File: config.mk
export PLATFORM = sky130hd
export DESIGN_NAME = fifo_uart_tx_flat
export DESIGN_NICKNAME = d
export VERILOG_FILES = /design/src/rtl/fifo_uart_tx_if.sv /design/src/rtl/fifo_uart_tx.sv /design/src/flat_wrapper.sv
export SDC_FILE = /design/constraint.sdc
export NUM_CORES = 1
export LEC_CHECK = 0
export ABC_AREA = 0
export BUFFER_PORTS_ARGS = -buffer_cell sky130_fd_sc_hd__buf_2
export CAP_MARGIN = 20
export CORE_MARGIN = 5
export CORE_UTILIZATION = 25
export CTS_CLUSTER_SIZE = 28
export DETAILED_ROUTE_END_ITERATION = 10
export GPL_ROUTABILITY_DRIVEN = 1
export PLACE_DENSITY = 0.49
export SLEW_MARGIN = 10
export SYNTH_ARGS = -nofsm -noshare
export SYNTH_HDL_FRONTEND = slang
export SYNTH_SLANG_ARGS = --single-unit
File: constraint.sdc
create_clock -name clock -period 4.15 [get_ports clock]
set_clock_uncertainty 0.05 [all_clocks]
set_input_delay 0.2075 -clock clock [delete_from_list [all_inputs] [get_ports clock]]
set_output_delay 0.2075 -clock clock [all_outputs]
set_load 0.005 [all_outputs]
File: src/rtl/fifo_uart_tx_if.sv
// Handshake bundle between a first-word-fall-through FIFO and the UART transmit stage.
// The master side is the FIFO/host, the slave side is the transmitter.
interface fifo_uart_tx_if #(
   parameter int DATA_WIDTH = 8
);
   logic                  tx_enable;
   logic [DATA_WIDTH-1:0] fifo_data;
   logic                  fifo_empty;
   logic                  fifo_deQ;
   logic                  tx;
   logic                  busy;

   modport master (
      output tx_enable,
      output fifo_data,
      output fifo_empty,
      input  fifo_deQ,
      input  tx,
      input  busy
   );

   modport slave (
      input  tx_enable,
      input  fifo_data,
      input  fifo_empty,
      output fifo_deQ,
      output tx,
      output busy
   );
endinterface

File: src/rtl/fifo_uart_tx.sv
// UART transmitter that drains a fall-through FIFO: start bit, data LSB first,
// optional even parity, then 1 or 2 stop bits. All outputs are registered.
module fifo_uart_tx #(
   parameter int DATA_WIDTH = 8,
   parameter int BAUD_DIV   = 434,
   parameter int PARITY_EN  = 0,
   parameter int STOP_BITS  = 1
) (
   input logic           clock,
   input logic           reset,
   fifo_uart_tx_if.slave bus
);
   localparam int BW = $clog2(BAUD_DIV);
   localparam int CW = $clog2(DATA_WIDTH + 1);

   localparam logic [BW-1:0] BAUD_LAST = BW'(BAUD_DIV - 1);
   localparam logic [BW-1:0] BAUD_ONE  = BW'(1);
   localparam logic [CW-1:0] DATA_LAST = CW'(DATA_WIDTH - 1);
   localparam logic [CW-1:0] STOP_LAST = CW'(STOP_BITS - 1);
   localparam logic [CW-1:0] CNT_ONE   = CW'(1);

   localparam logic [2:0] IDLE   = 3'd0;
   localparam logic [2:0] START  = 3'd1;
   localparam logic [2:0] DATA   = 3'd2;
   localparam logic [2:0] PARITY = 3'd3;
   localparam logic [2:0] STOP   = 3'd4;

   logic [2:0]            state;
   logic [BW-1:0]         baud_cnt;
   logic [CW-1:0]         bit_cnt;
   logic [DATA_WIDTH-1:0] shift;
   logic                  parity_bit;
   logic                  tx_q;
   logic                  busy_q;
   logic                  deq_q;
   logic                  baud_end;
   logic                  want_pop;

   assign baud_end = (baud_cnt == BAUD_LAST);
   assign want_pop = bus.tx_enable && !bus.fifo_empty;

   assign bus.tx       = tx_q;
   assign bus.busy     = busy_q;
   assign bus.fifo_deQ = deq_q;

   // The pop strobe is raised one cycle ahead of the start bit, so the head word
   // is latched on the same edge the FIFO advances; the word is still valid then.
   always_ff @(posedge clock) begin
      if (reset) begin
         state    <= IDLE;
         baud_cnt <= '0;
         bit_cnt  <= '0;
         tx_q     <= 1'b1;
         busy_q   <= 1'b0;
         deq_q    <= 1'b0;
      end else begin
         deq_q <= 1'b0;
         if (state == IDLE || baud_end) baud_cnt <= '0;
         else                           baud_cnt <= baud_cnt + BAUD_ONE;

         case (state)
            IDLE: begin
               tx_q   <= 1'b1;
               busy_q <= 1'b0;
               if (deq_q) begin
                  state   <= START;
                  bit_cnt <= '0;
                  tx_q    <= 1'b0;
                  busy_q  <= 1'b1;
               end else if (want_pop) begin
                  deq_q <= 1'b1;
               end
            end
            START: begin
               if (baud_end) begin
                  state <= DATA;
                  tx_q  <= shift[0];
               end
            end
            DATA: begin
               if (baud_end) begin
                  if (bit_cnt == DATA_LAST) begin
                     bit_cnt <= '0;
                     if (PARITY_EN != 0) begin
                        state <= PARITY;
                        tx_q  <= parity_bit;
                     end else begin
                        state <= STOP;
                        tx_q  <= 1'b1;
                     end
                  end else begin
                     bit_cnt <= bit_cnt + CNT_ONE;
                     tx_q    <= shift[1];
                  end
               end
            end
            PARITY: begin
               if (baud_end) begin
                  state <= STOP;
                  tx_q  <= 1'b1;
               end
            end
            STOP: begin
               if (baud_end) begin
                  if (bit_cnt == STOP_LAST) begin
                     state   <= IDLE;
                     busy_q  <= 1'b0;
                     bit_cnt <= '0;
                     deq_q   <= want_pop;
                  end else begin
                     bit_cnt <= bit_cnt + CNT_ONE;
                  end
               end
            end
            default: begin
               state  <= IDLE;
               tx_q   <= 1'b1;
               busy_q <= 1'b0;
            end
         endcase
      end
   end

   // Frame data path: loaded on the pop cycle, shifted at each data bit boundary.
   always_ff @(posedge clock) begin
      if (state == IDLE && deq_q) begin
         shift      <= bus.fifo_data;
         parity_bit <= ^bus.fifo_data;
      end else if (state == DATA && baud_end) begin
         shift <= shift >> 1;
      end
   end
endmodule

File: src/flat_wrapper.sv
// flat-port wrapper written by rule: the top's interface ports become plain ports
module fifo_uart_tx_flat 
#(
   parameter int DATA_WIDTH = 8,
   parameter int BAUD_DIV   = 434,
   parameter int PARITY_EN  = 0,
   parameter int STOP_BITS  = 1
)
  (clock, reset, bus_tx_enable, bus_fifo_data, bus_fifo_empty, bus_fifo_deQ, bus_tx, bus_busy);
  fifo_uart_tx_if #(.DATA_WIDTH(DATA_WIDTH)) bus_i ();
  input logic clock;
  input logic reset;
  input wire logic [$bits(bus_i.tx_enable)-1:0] bus_tx_enable;
  input wire logic [$bits(bus_i.fifo_data)-1:0] bus_fifo_data;
  input wire logic [$bits(bus_i.fifo_empty)-1:0] bus_fifo_empty;
  output wire logic [$bits(bus_i.fifo_deQ)-1:0] bus_fifo_deQ;
  output wire logic [$bits(bus_i.tx)-1:0] bus_tx;
  output wire logic [$bits(bus_i.busy)-1:0] bus_busy;
  assign bus_i.tx_enable = bus_tx_enable;
  assign bus_i.fifo_data = bus_fifo_data;
  assign bus_i.fifo_empty = bus_fifo_empty;
  assign bus_fifo_deQ = bus_i.fifo_deQ;
  assign bus_tx = bus_i.tx;
  assign bus_busy = bus_i.busy;
  fifo_uart_tx #(.DATA_WIDTH(DATA_WIDTH), .BAUD_DIV(BAUD_DIV), .PARITY_EN(PARITY_EN), .STOP_BITS(STOP_BITS)) u_core (.clock(clock), .reset(reset), .bus(bus_i));
endmodule
==> flow_summary.ini, run 1 <==
[power_and_ir_drop]
p_comb_frac = 0.065
p_per_area_nw_per_um2 = 296
p_seq_frac = 0.604
finalPower_uw = 464
clock_power_share = 0.331
p_leak_uw = 0.000525
p_sw_frac = 0.225
vdd_drop_max_uv = 120
switchingPower_uw = 104
internal_power_uw = 360

[die]
die_width_um = 84.3
die_area_um2 = 7110
start_util = 0.254
io_pins = 15
design.core.area_um2 = 5440
std_cell_rows = 27
die_h_um = 84.3

[grt]
antenna_found_initial = 0
grtUsageMet2 = 0.139
globalRouteOverflowTotal = 0
grt_usage = 0.0817
grt_max_degree = 19
met1_usage = 0.0965
use_met3 = 0.0147
grt_first_pass_wirelength_um = 4730
grt_pass1_vias = 1027
busiest_layer = met2

[synth]
syn_nets = 156
netlist_instances = 140
synth_edf_count = 8
ys_seq_area_frac = 0.450
ys_ff_latch = 27
ys_warn_count = 0
yosysUniqueCellTypes = 47
postSynth.asyncResetShare = 0
avgSynthCellArea_um2 = 9.86
netlist_area_um2 = 1380
synth_ff_type = dfxtp_1

[clock_tree]
cts_sinks = 27
clk_path_buf_depth = 2
cts_setup_buffers = 0
cts_buffers = 3
cts_tree = done
clk_latency_ns = 0.27
cts-root-buf = clkbuf_8
cts_hold_buf = 0
post_cts_resized = 0
cts.clk_slew.worst_paths_ns = 0.10
cts_max_level = 1

[final_layout]
multiInputGateArea_um2 = 712
nets = 170
drive_gt1_frac = 0.229
n_fill_cell = 544
n_antenna_cell = 0
syn2layout_area_growth_pct = 13.7
layout_common_cells = dfxtp_1, nor2_1, buf_2
fin_util = 0.288
final_common_cell = dfxtp_1
regArea_um2 = 621

[sta]
tightestPinTransition_ns = 0.828
setup_tns_ns = 0
min_period_over_period = 0.533
slew_headroom = 0.443
fmax_ghz = 0.452
slew_viol_final = 0
setup_viol = 0
hold_viol = 0
finalHoldWorstSlack_ns = 0.129
period_minus_slack_ns = 2.21
grt_setup_unrepaired = no

[routing]
drtPass1Iterations = 4
wl_per_cell_um = 12.5
drtIter0Drc = 54
antenna_left = 0
drcViolationCount = 0
drt_wl_total_um = 2810
vias_per_cell = 4.77
dr_total_vias = 1074

[placed_design]
portBuffers = 14
dp.final_hpwl_um = 2090
place.gp.congestion = 0.856

[critical_path]
crit_path_end_kind = flip-flop
critPathTopFamily = simple AND/OR/NAND/NOR gates
critPathLaunchType = flip-flop
critPathBufInv = 0
crit_fanout = 18
required_ns = 4.31
crit_arrival_ns = 2.37
critPathMaxStageDelay_ns = 0.66
cp_slowest_cell = dfxtp_1
critPathKind = reg2reg
crit_chain = or3b_2 > o22a_1 > or4b_1 > a21oi_1

[min_path]
hp-class = in2reg

[flow_run]
maxCapViolations = 0

[run_status]
status = finished clean
## state kept, by name (all words and copies together) (netlist names)
signal               count
u_core.baud_cnt          9
u_core.bit_cnt           4
u_core.shift             8
u_core.bus.tx            1
u_core.bus.fifo_deQ      1
u_core.state             3
u_core.bus.busy          1
## final timing paths
kind / from / end / slack [ns] / depth (start not counted)
setup / recovery: u_core.state[2]$_SDFFE_PP0P_ / u_core.bit_cnt[1]$_SDFFE_PP0P_ / 1.94 / 4
hold / removal: bus_tx_enable / u_core.bus.fifo_deQ$_SDFF_PP0_ / 0.13 / 3
setup reg to reg: u_core.state[2]$_SDFFE_PP0P_ / u_core.bit_cnt[1]$_SDFFE_PP0P_ / 1.94 / 4
hold reg to reg: u_core.baud_cnt[0]$_SDFF_PP0_ / u_core.baud_cnt[0]$_SDFF_PP0_ / 0.43 / 1
## kinds of logic (layout without fill, tap and decap cells)
kind of cell / count (synthesis) / count (layout) / synth area share
simple gates: 52 / 52 / 0.209
mux: 8 / 8 / 0.0653
compound gates: 28 / 28 / 0.148
fa+ha+maj: 4 / 4 / 0.0363
flops: 27 / 27 / 0.450
buf+inv: 12 / 25 / 0.0344
xor+xnor: 9 / 9 / 0.0571
## routing by layer
metal,wire [um],vias up
met5,0,-
met4,61,0
met3,107,6
met2,1360,17
met1,1280,513
li1,-,538
## power by group through the flow
stage | Sequential, uW | Combinational, uW | Clock (uW)
3_3_place_gp | 286 | 29.4 | 0
5_1_grt | 281 | 34.3 | 166
3_5_place_dp | 286 | 30.3 | 0
2_1_floorplan | 284 | 20.2 | 0
6_report | 280 | 30.3 | 153
4_1_cts | 280 | 30.4 | 156
## Yosys cell counts, drive strengths merged (4+ instances only)
| cell | instances | area [um^2] |
|---|---|---|
| inv | 6 | 22.5 |
| ha | 4 | 50.1 |
| or3 | 4 | 25.0 |
| nor3 | 4 | 20.0 |
| mux2 | 8 | 90.1 |
| o21ai | 8 | 40.0 |
| edfxtp | 8 | 240 |
| dfxtp | 19 | 380 |
| nor2 | 15 | 56.3 |
| or2 | 4 | 25.0 |
| clkbuf | 4 | 15.0 |
| nand2 | 5 | 18.8 |
| xnor2 | 6 | 52.6 |
## layout make-up
class	instances	share of cell area
Multi-Input combinational cell	101	0.454
Sequential cell	27	0.396
Tap cell	72	0.0574
Timing Repair Buffer	15	0.0478
Clock buffer	3	0.0263
Inverter	6	0.0144
Clock inverter	1	0.00478
## worst reg2reg max path, stage by stage, from the launching register on
cell and delay [ns]:
dfxtp_1 0.66, or3b_2 0.53, o22a_1 0.27, or4b_1 0.48, a21oi_1 0.15
## stage by stage
step | worst slack (ns) | area (um^2) | std cells
4_1_cts | 1.62 | 1560 | 224
5_1_grt | 1.85 | 1570 | 225
3_3_place_gp | 1.67 | 1520 | 220
3_5_place_dp | 1.59 | 1520 | 220
6_report | 1.94 | 1570 | 225
2_1_floorplan | 1.89 | 1380 | 140
Power figures use the tool's default switching activity.
==> run 2, diff against run 1 <==
--- a/config.mk
+++ b/config.mk
@@ -5,7 +5,7 @@
 export SDC_FILE = /design/constraint.sdc
 export NUM_CORES = 1
 export LEC_CHECK = 0
-export ABC_AREA = 0
+export ABC_AREA = 1
 export BUFFER_PORTS_ARGS = -buffer_cell sky130_fd_sc_hd__buf_2
 export CAP_MARGIN = 20
 export CORE_MARGIN = 5
==> constraint.sdc (replaced) <==
create_clock -name clock -period 2.15 [get_ports clock]
set_clock_uncertainty 0.05 [all_clocks]
set_input_delay 0.1075 -clock clock [delete_from_list [all_inputs] [get_ports clock]]
set_output_delay 0.1075 -clock clock [all_outputs]
set_load 0.005 [all_outputs]
==> run 2 against run 1 <==
- via count is 7.4% higher
- first-iteration DRC count grew 11%
- total power rose to 3.2 times the previous value
- synthesized cell count rose by 30%
- non-clock buffer count grew 1
- final area rose by 4.9%
- final cell count is 21% higher
- area after synthesis grew 3.1%
- combinational power grew to 17 times the previous value
- core utilization is 1.0 points higher
- critical path type unchanged
- largest power group unchanged
- highest routed layer unchanged
==> flow_summary.ini, run 2 <==
[synth]
yosysMostFrequentCell = nor2_1
netlist_area_um2 = 1420
syn_nets = 198
synth_edf_count = 8
netlist_instances = 182
synth_ff_type = dfxtp_1
postSynth.asyncResetShare = 0
synth_top_area_frac = 0.267
avgSynthCellArea_um2 = 7.82
yosysUniqueCellTypes = 23
synth_top_area_cell = dfxtp_1
ys_ff_latch = 27
yosys-top-cells-area = dfxtp_1, edfxtp_1, nor2_1
ys_warn_count = 0
ys_seq_area_frac = 0.436
synth_common_cells = nor2_1, nand2_1, inv_1

[grt]
use_met3 = 0.0233
grt_max_degree = 18
busiest_layer = met2
grtUsageMet2 = 0.134
antenna_found_initial = 0
grt_first_pass_wirelength_um = 5030
grt_usage = 0.0835
met1_usage = 0.109
grt_pass1_vias = 1133
globalRouteOverflowTotal = 0

[routing]
drcViolationCount = 0
wl_per_cell_um = 10.1
vias_per_cell = 4.23
dr_total_vias = 1154
drt_wl_total_um = 2760
antenna_left = 0
drtIter0Drc = 60
drtPass1Iterations = 4

[final_layout]
largest_reg_flops = 9
syn2layout_area_growth_pct = 15.7
nets = 218
drive_gt1_frac = 0.199
layout_common_cells = nor2_1, nand2_1, inv_1
final_cell_area_um2 = 1650
final_common_cell = nor2_1
reg_top3 = u_core.baud_cnt x9, u_core.shift x8, u_core.bit_cnt x4
final_cell_count_no_fill = 273
regMostFlops = u_core.baud_cnt
n_antenna_cell = 0

[critical_path]
critPathLaunchType = flip-flop
required_ns = 2.10
crit_path_end_kind = flip-flop
crit_fanout = 11
r2r-start = u_core.state[1]$_SDFFE_PP0P_
crit_start = u_core.state[1]$_SDFFE_PP0P_
crit_arrival_ns = 1.62
critPathKind = reg2reg

[sta]
tightestPinTransition_ns = 0.462
fmax_ghz = 0.599
slew_viol_final = 0
slew_headroom = 0.691
period_minus_slack_ns = 1.67
min_period_over_period = 0.776
hold_viol = 0
grt_setup_unrepaired = no
setup_tns_ns = 0
setup_viol = 0
finalHoldWorstSlack_ns = 0.00383

[placed_design]
place.gp.congestion = 0.820
dp.cells = 268
portBuffers = 14
dpl_cell_area_um2 = 1590
dp.final_hpwl_um = 2150

[min_path]
hp-class = in2reg
hp-start = reset

[power_and_ir_drop]
vdd_drop_max_uv = 659
switchingPower_uw = 545
p_seq_frac = 0.440
clock_power_share = 0.216
p_comb_frac = 0.345
p_per_area_nw_per_um2 = 894
p_sw_frac = 0.371
internal_power_uw = 926
p_leak_uw = 0.000719

[clock_tree]
cts_buffers = 3
clk_latency_ns = 0.28
cts.clk_slew.worst_paths_ns = 0.10
cts_sinks = 27
cts_hold_buf = 1
post_cts_resized = 0
cts_setup_buffers = 0
cts-root-buf = clkbuf_8
clk_path_buf_depth = 2
cts_tree = done
cts_max_level = 1

[run_status]
status = finished clean

[die]
std_cell_rows = 27
die_h_um = 85.4
io_pins = 15
die_area_um2 = 7300
design.core.area_um2 = 5510
die_width_um = 85.4
start_util = 0.258

[flow_run]
maxCapViolations = 0
[run 2: area by class of cell]
| class | count | area (um^2) |
|---|---|---|
| Fill cell | 585 | 3860 |
| Multi-Input combinational cell | 128 | 699 |
| Sequential cell | 27 | 621 |
| Inverter | 26 | 97.6 |
| Tap cell | 72 | 90.1 |
| Timing Repair Buffer | 16 | 87.6 |
| Clock buffer | 3 | 41.3 |
| Clock inverter | 1 | 8.76 |
[run 2: power by group through the flow]
stage          logic, uW  registers (uW)  clock network, uW
6_report             507             647                317
3_3_place_gp         515             659                  0
4_1_cts              511             647                330
2_1_floorplan        402             646                  0
5_1_grt              594             655                346
3_5_place_dp         508             658                  0
[run 2: worst max-delay path, stage by stage (launching register included)]
cell and delay (ns):
dfxtp_1 0.39, nor2_2 0.18, nand3_1 0.37, o21ai_0 0.21, buf_4 0.20
[run 2: per-stage QoR]
step	setup slack (ns)	power, uW	utilization
floorplan	0.295	1050	-
global placement	0.474	1170	0.288
detailed placement	0.496	1170	0.288
CTS	0.463	1490	0.299
global route	0.300	1590	0.299
finish	0.481	1470	0.299
[run 2: routing by layer]
| metal | up-vias | part of all wire |
|---|---|---|
| li1 | 618 | - |
| met1 | 513 | 0.49 |
| met2 | 15 | 0.46 |
| met3 | 8 | 0.026 |
| met4 | 0 | 0.027 |
| met5 | - | 0 |
[run 2: kinds of logic (layout without fill, tap and decap cells)]
group	after synthesis	count (layout)	share of synthesized area
buf+inv	27	46	0.0721
compound gates	16	16	0.0668
flops	27	27	0.436
fa+ha+maj	4	4	0.0352
xor+xnor	4	4	0.0246
simple gates	97	97	0.310
mux	7	7	0.0554
[run 2: worst paths after layout]
| path | end | slack [ns] | cells past startpoint |
|---|---|---|---|
| max | u_core.shift[1]$_DFFE_PP_ | 0.48 | 4 |
| min | u_core.bit_cnt[2]$_SDFFE_PP0P_ | 0.004 | 2 |
| max reg2reg | u_core.shift[1]$_DFFE_PP_ | 0.48 | 4 |
| min reg2reg | u_core.baud_cnt[0]$_SDFF_PP0_ | 0.43 | 1 |
==> run 3, diff against run 2 <==
--- a/config.mk
+++ b/config.mk
@@ -13,7 +13,7 @@
 export CTS_CLUSTER_SIZE = 28
 export DETAILED_ROUTE_END_ITERATION = 10
 export GPL_ROUTABILITY_DRIVEN = 1
-export PLACE_DENSITY = 0.49
+export PLACE_DENSITY = 0.5
 export SLEW_MARGIN = 10
 export SYNTH_ARGS = -nofsm -noshare
 export SYNTH_HDL_FRONTEND = slang
==> constraint.sdc (replaced) <==
create_clock -name clock -period 1.3 [get_ports clock]
set_clock_uncertainty 0.05 [all_clocks]
set_input_delay 0.065 -clock clock [delete_from_list [all_inputs] [get_ports clock]]
set_output_delay 0.065 -clock clock [all_outputs]
set_load 0.005 [all_outputs]
==> run 3 against run 2 <==
- the run now ends with negative setup slack left
- register-to-register slack lost 0.64 ns
- worst setup slack lost 0.64 ns
- sequential cell count is the same
- via count grew 12%
- first-iteration DRC count grew 33%
- worst hold slack gained 0.021 ns
- sequential power grew 65%
- global-route usage grew 0.92 points
- critical path depth grew 6
- clock-buffer cell count is the same
- critical endpoint is now u_core.bit_cnt[1]$_SDFFE_PP0P_
==> flow_summary.ini, run 3 (same netlist as run 2, synthesis figures left out) <==
[critical_path]
required_ns = 1.47
crit_path_end_kind = flip-flop
critPathMaxStageDelay_ns = 0.34
crit_fanout = 7
cp_slowest_cell = dfxtp_2
r2r_cells = 10
critPathKind = reg2reg
crit_arrival_ns = 1.62
critPathLaunchType = flip-flop
crit_chain = inv_2 > ha_4 > nand2_4 > nor2_4 > nand2_4 > a21oi_4 > nand2_4 > nand2_1 > nand2_1 > nor2_1
crit_path_frequent_cell = nand2_4

[sta]
grt_setup_unrepaired = yes
hold_viol = 0
setup_ws_ns = -0.156
slew_viol_final = 0
period_minus_slack_ns = 1.46
tightestPinTransition_ns = 0.296
setup_tns_ns = -2.19
setup_viol = 24
min_period_over_period = 1.12
slew_headroom = 0.802
fmax_ghz = 0.687

[clock_tree]
cts_sinks = 27
cts.clk_slew.worst_paths_ns = 0.11
cts_buffers = 3
clk_latency_ns = 0.28
cts-root-buf = clkbuf_8
cts_max_level = 1
clk_path_buf_depth = 2
cts_tree = done

[routing]
antenna_left = 0
vias_per_cell = 4.14
drtPass1Iterations = 4
drt_wl_total_um = 3280
dr_total_vias = 1297
drcViolationCount = 0
drtIter0Drc = 80
wl_per_cell_um = 10.5

[final_layout]
n_antenna_cell = 0
nets = 258
syn2layout_area_growth_pct = 50.4
regMostFlops = u_core.baud_cnt
final_cell_area_um2 = 2140
drive_gt1_frac = 0.510
fin_util = 0.389
largest_reg_flops = 9
final_common_cell = buf_4
reg_top3 = u_core.baud_cnt x9, u_core.shift x8, u_core.bit_cnt x4
layout_common_cells = buf_4, nand2_1, nor2_1

[placed_design]
place.gp.congestion = 0.796
dp.final_hpwl_um = 2380
pre_cts_ws_ns = -0.208
portBuffers = 14
dpl_cell_area_um2 = 1830

[run_status]
status = finished with violations
violations = negative setup slack

[flow_run]
maxCapViolations = 0

[grt]
globalRouteOverflowTotal = 0
grt_max_degree = 18
antenna_found_initial = 0
grt_usage = 0.0927
grt_first_pass_wirelength_um = 5530
grt_pass1_vias = 1293

[power_and_ir_drop]
p_leak_uw = 0.000946
vdd_drop_max_uv = 625
p_seq_frac = 0.380
p_sw_frac = 0.368
p_per_area_nw_per_um2 = 1320
p_comb_frac = 0.434
switchingPower_uw = 1040
internal_power_uw = 1790
clock_power_share = 0.186

[die]
die_area_um2 = 7300
start_util = 0.258
die_h_um = 85.4
std_cell_rows = 27
io_pins = 15
design.core.area_um2 = 5510
die_width_um = 85.4

[min_path]
hp-class = in2reg
min_path_cells = 2
run 3: timing repair:
item / 4_1_cts / 5_1_grt
hold endpoints to repair: 5 / 0
pin swaps: 8 / 8
hold buffers: 3 / 0
setup endpoints to repair: 33 / 34
gates resized for setup: 19 / 32
cloned: 1 / 0
setup buffers: 3 / 6
run 3: through the flow:
stage	hold slack, ns	cells	power (uW)
floorplan	0.0767	182	1770
global placement	0.207	296	2150
detailed placement	0.219	296	2130
CTS	0.0156	307	2730
global route	0.0178	313	3050
finish	0.0250	313	2830
run 3: area by class of cell:
cell class,count,area [um^2]
sequential,27,632
clock buffer,3,41.3
multi-input combinational,128,868
timing repair buffer,56,402
clock inverter,1,8.76
inverter,26,97.6
fill,560,3370
tap,72,90.1
run 3: routing by layer:
layer	vias to the layer above	track usage	wire, um
met5	-	0	0
li1	698	-	-
met3	2	0.0233	80
met2	10	0.154	1580
met1	587	0.120	1600
met4	0	0.0230	19
run 3: path summary, 6_finish.rpt:
path	from	end	slack, ns
max	u_core.baud_cnt[1]$_SDFF_PP0_	u_core.bit_cnt[1]$_SDFFE_PP0P_	-0.16
min	bus_fifo_data[6]	u_core.shift[6]$_DFFE_PP_	0.03
max reg2reg	u_core.baud_cnt[1]$_SDFF_PP0_	u_core.bit_cnt[1]$_SDFFE_PP0P_	-0.16
min reg2reg	u_core.bus.busy$_SDFFE_PP0P_	u_core.bus.busy$_SDFFE_PP0P_	0.43
run 3: critical path: cells and delay by family, from the launching register on:
kind	cells	cell delay [ns]
DFF	1	0.34
AOI/OAI and AO/OA	1	0.25
buffers and inverters	1	0.06
adders and majority gates	1	0.14
and+or+nand+nor	7	0.55
run 3: power by group through the flow:
| stage | Sequential [uW] | Clock [uW] | Combinational, uW |
|---|---|---|---|
| after CTS | 1070 | 548 | 1120 |
| after detailed placement | 1080 | 0 | 1050 |
| after global routing | 1090 | 573 | 1390 |
| after floorplan | 1080 | 0 | 694 |
| final | 1070 | 527 | 1230 |
| after global placement | 1080 | 0 | 1060 |
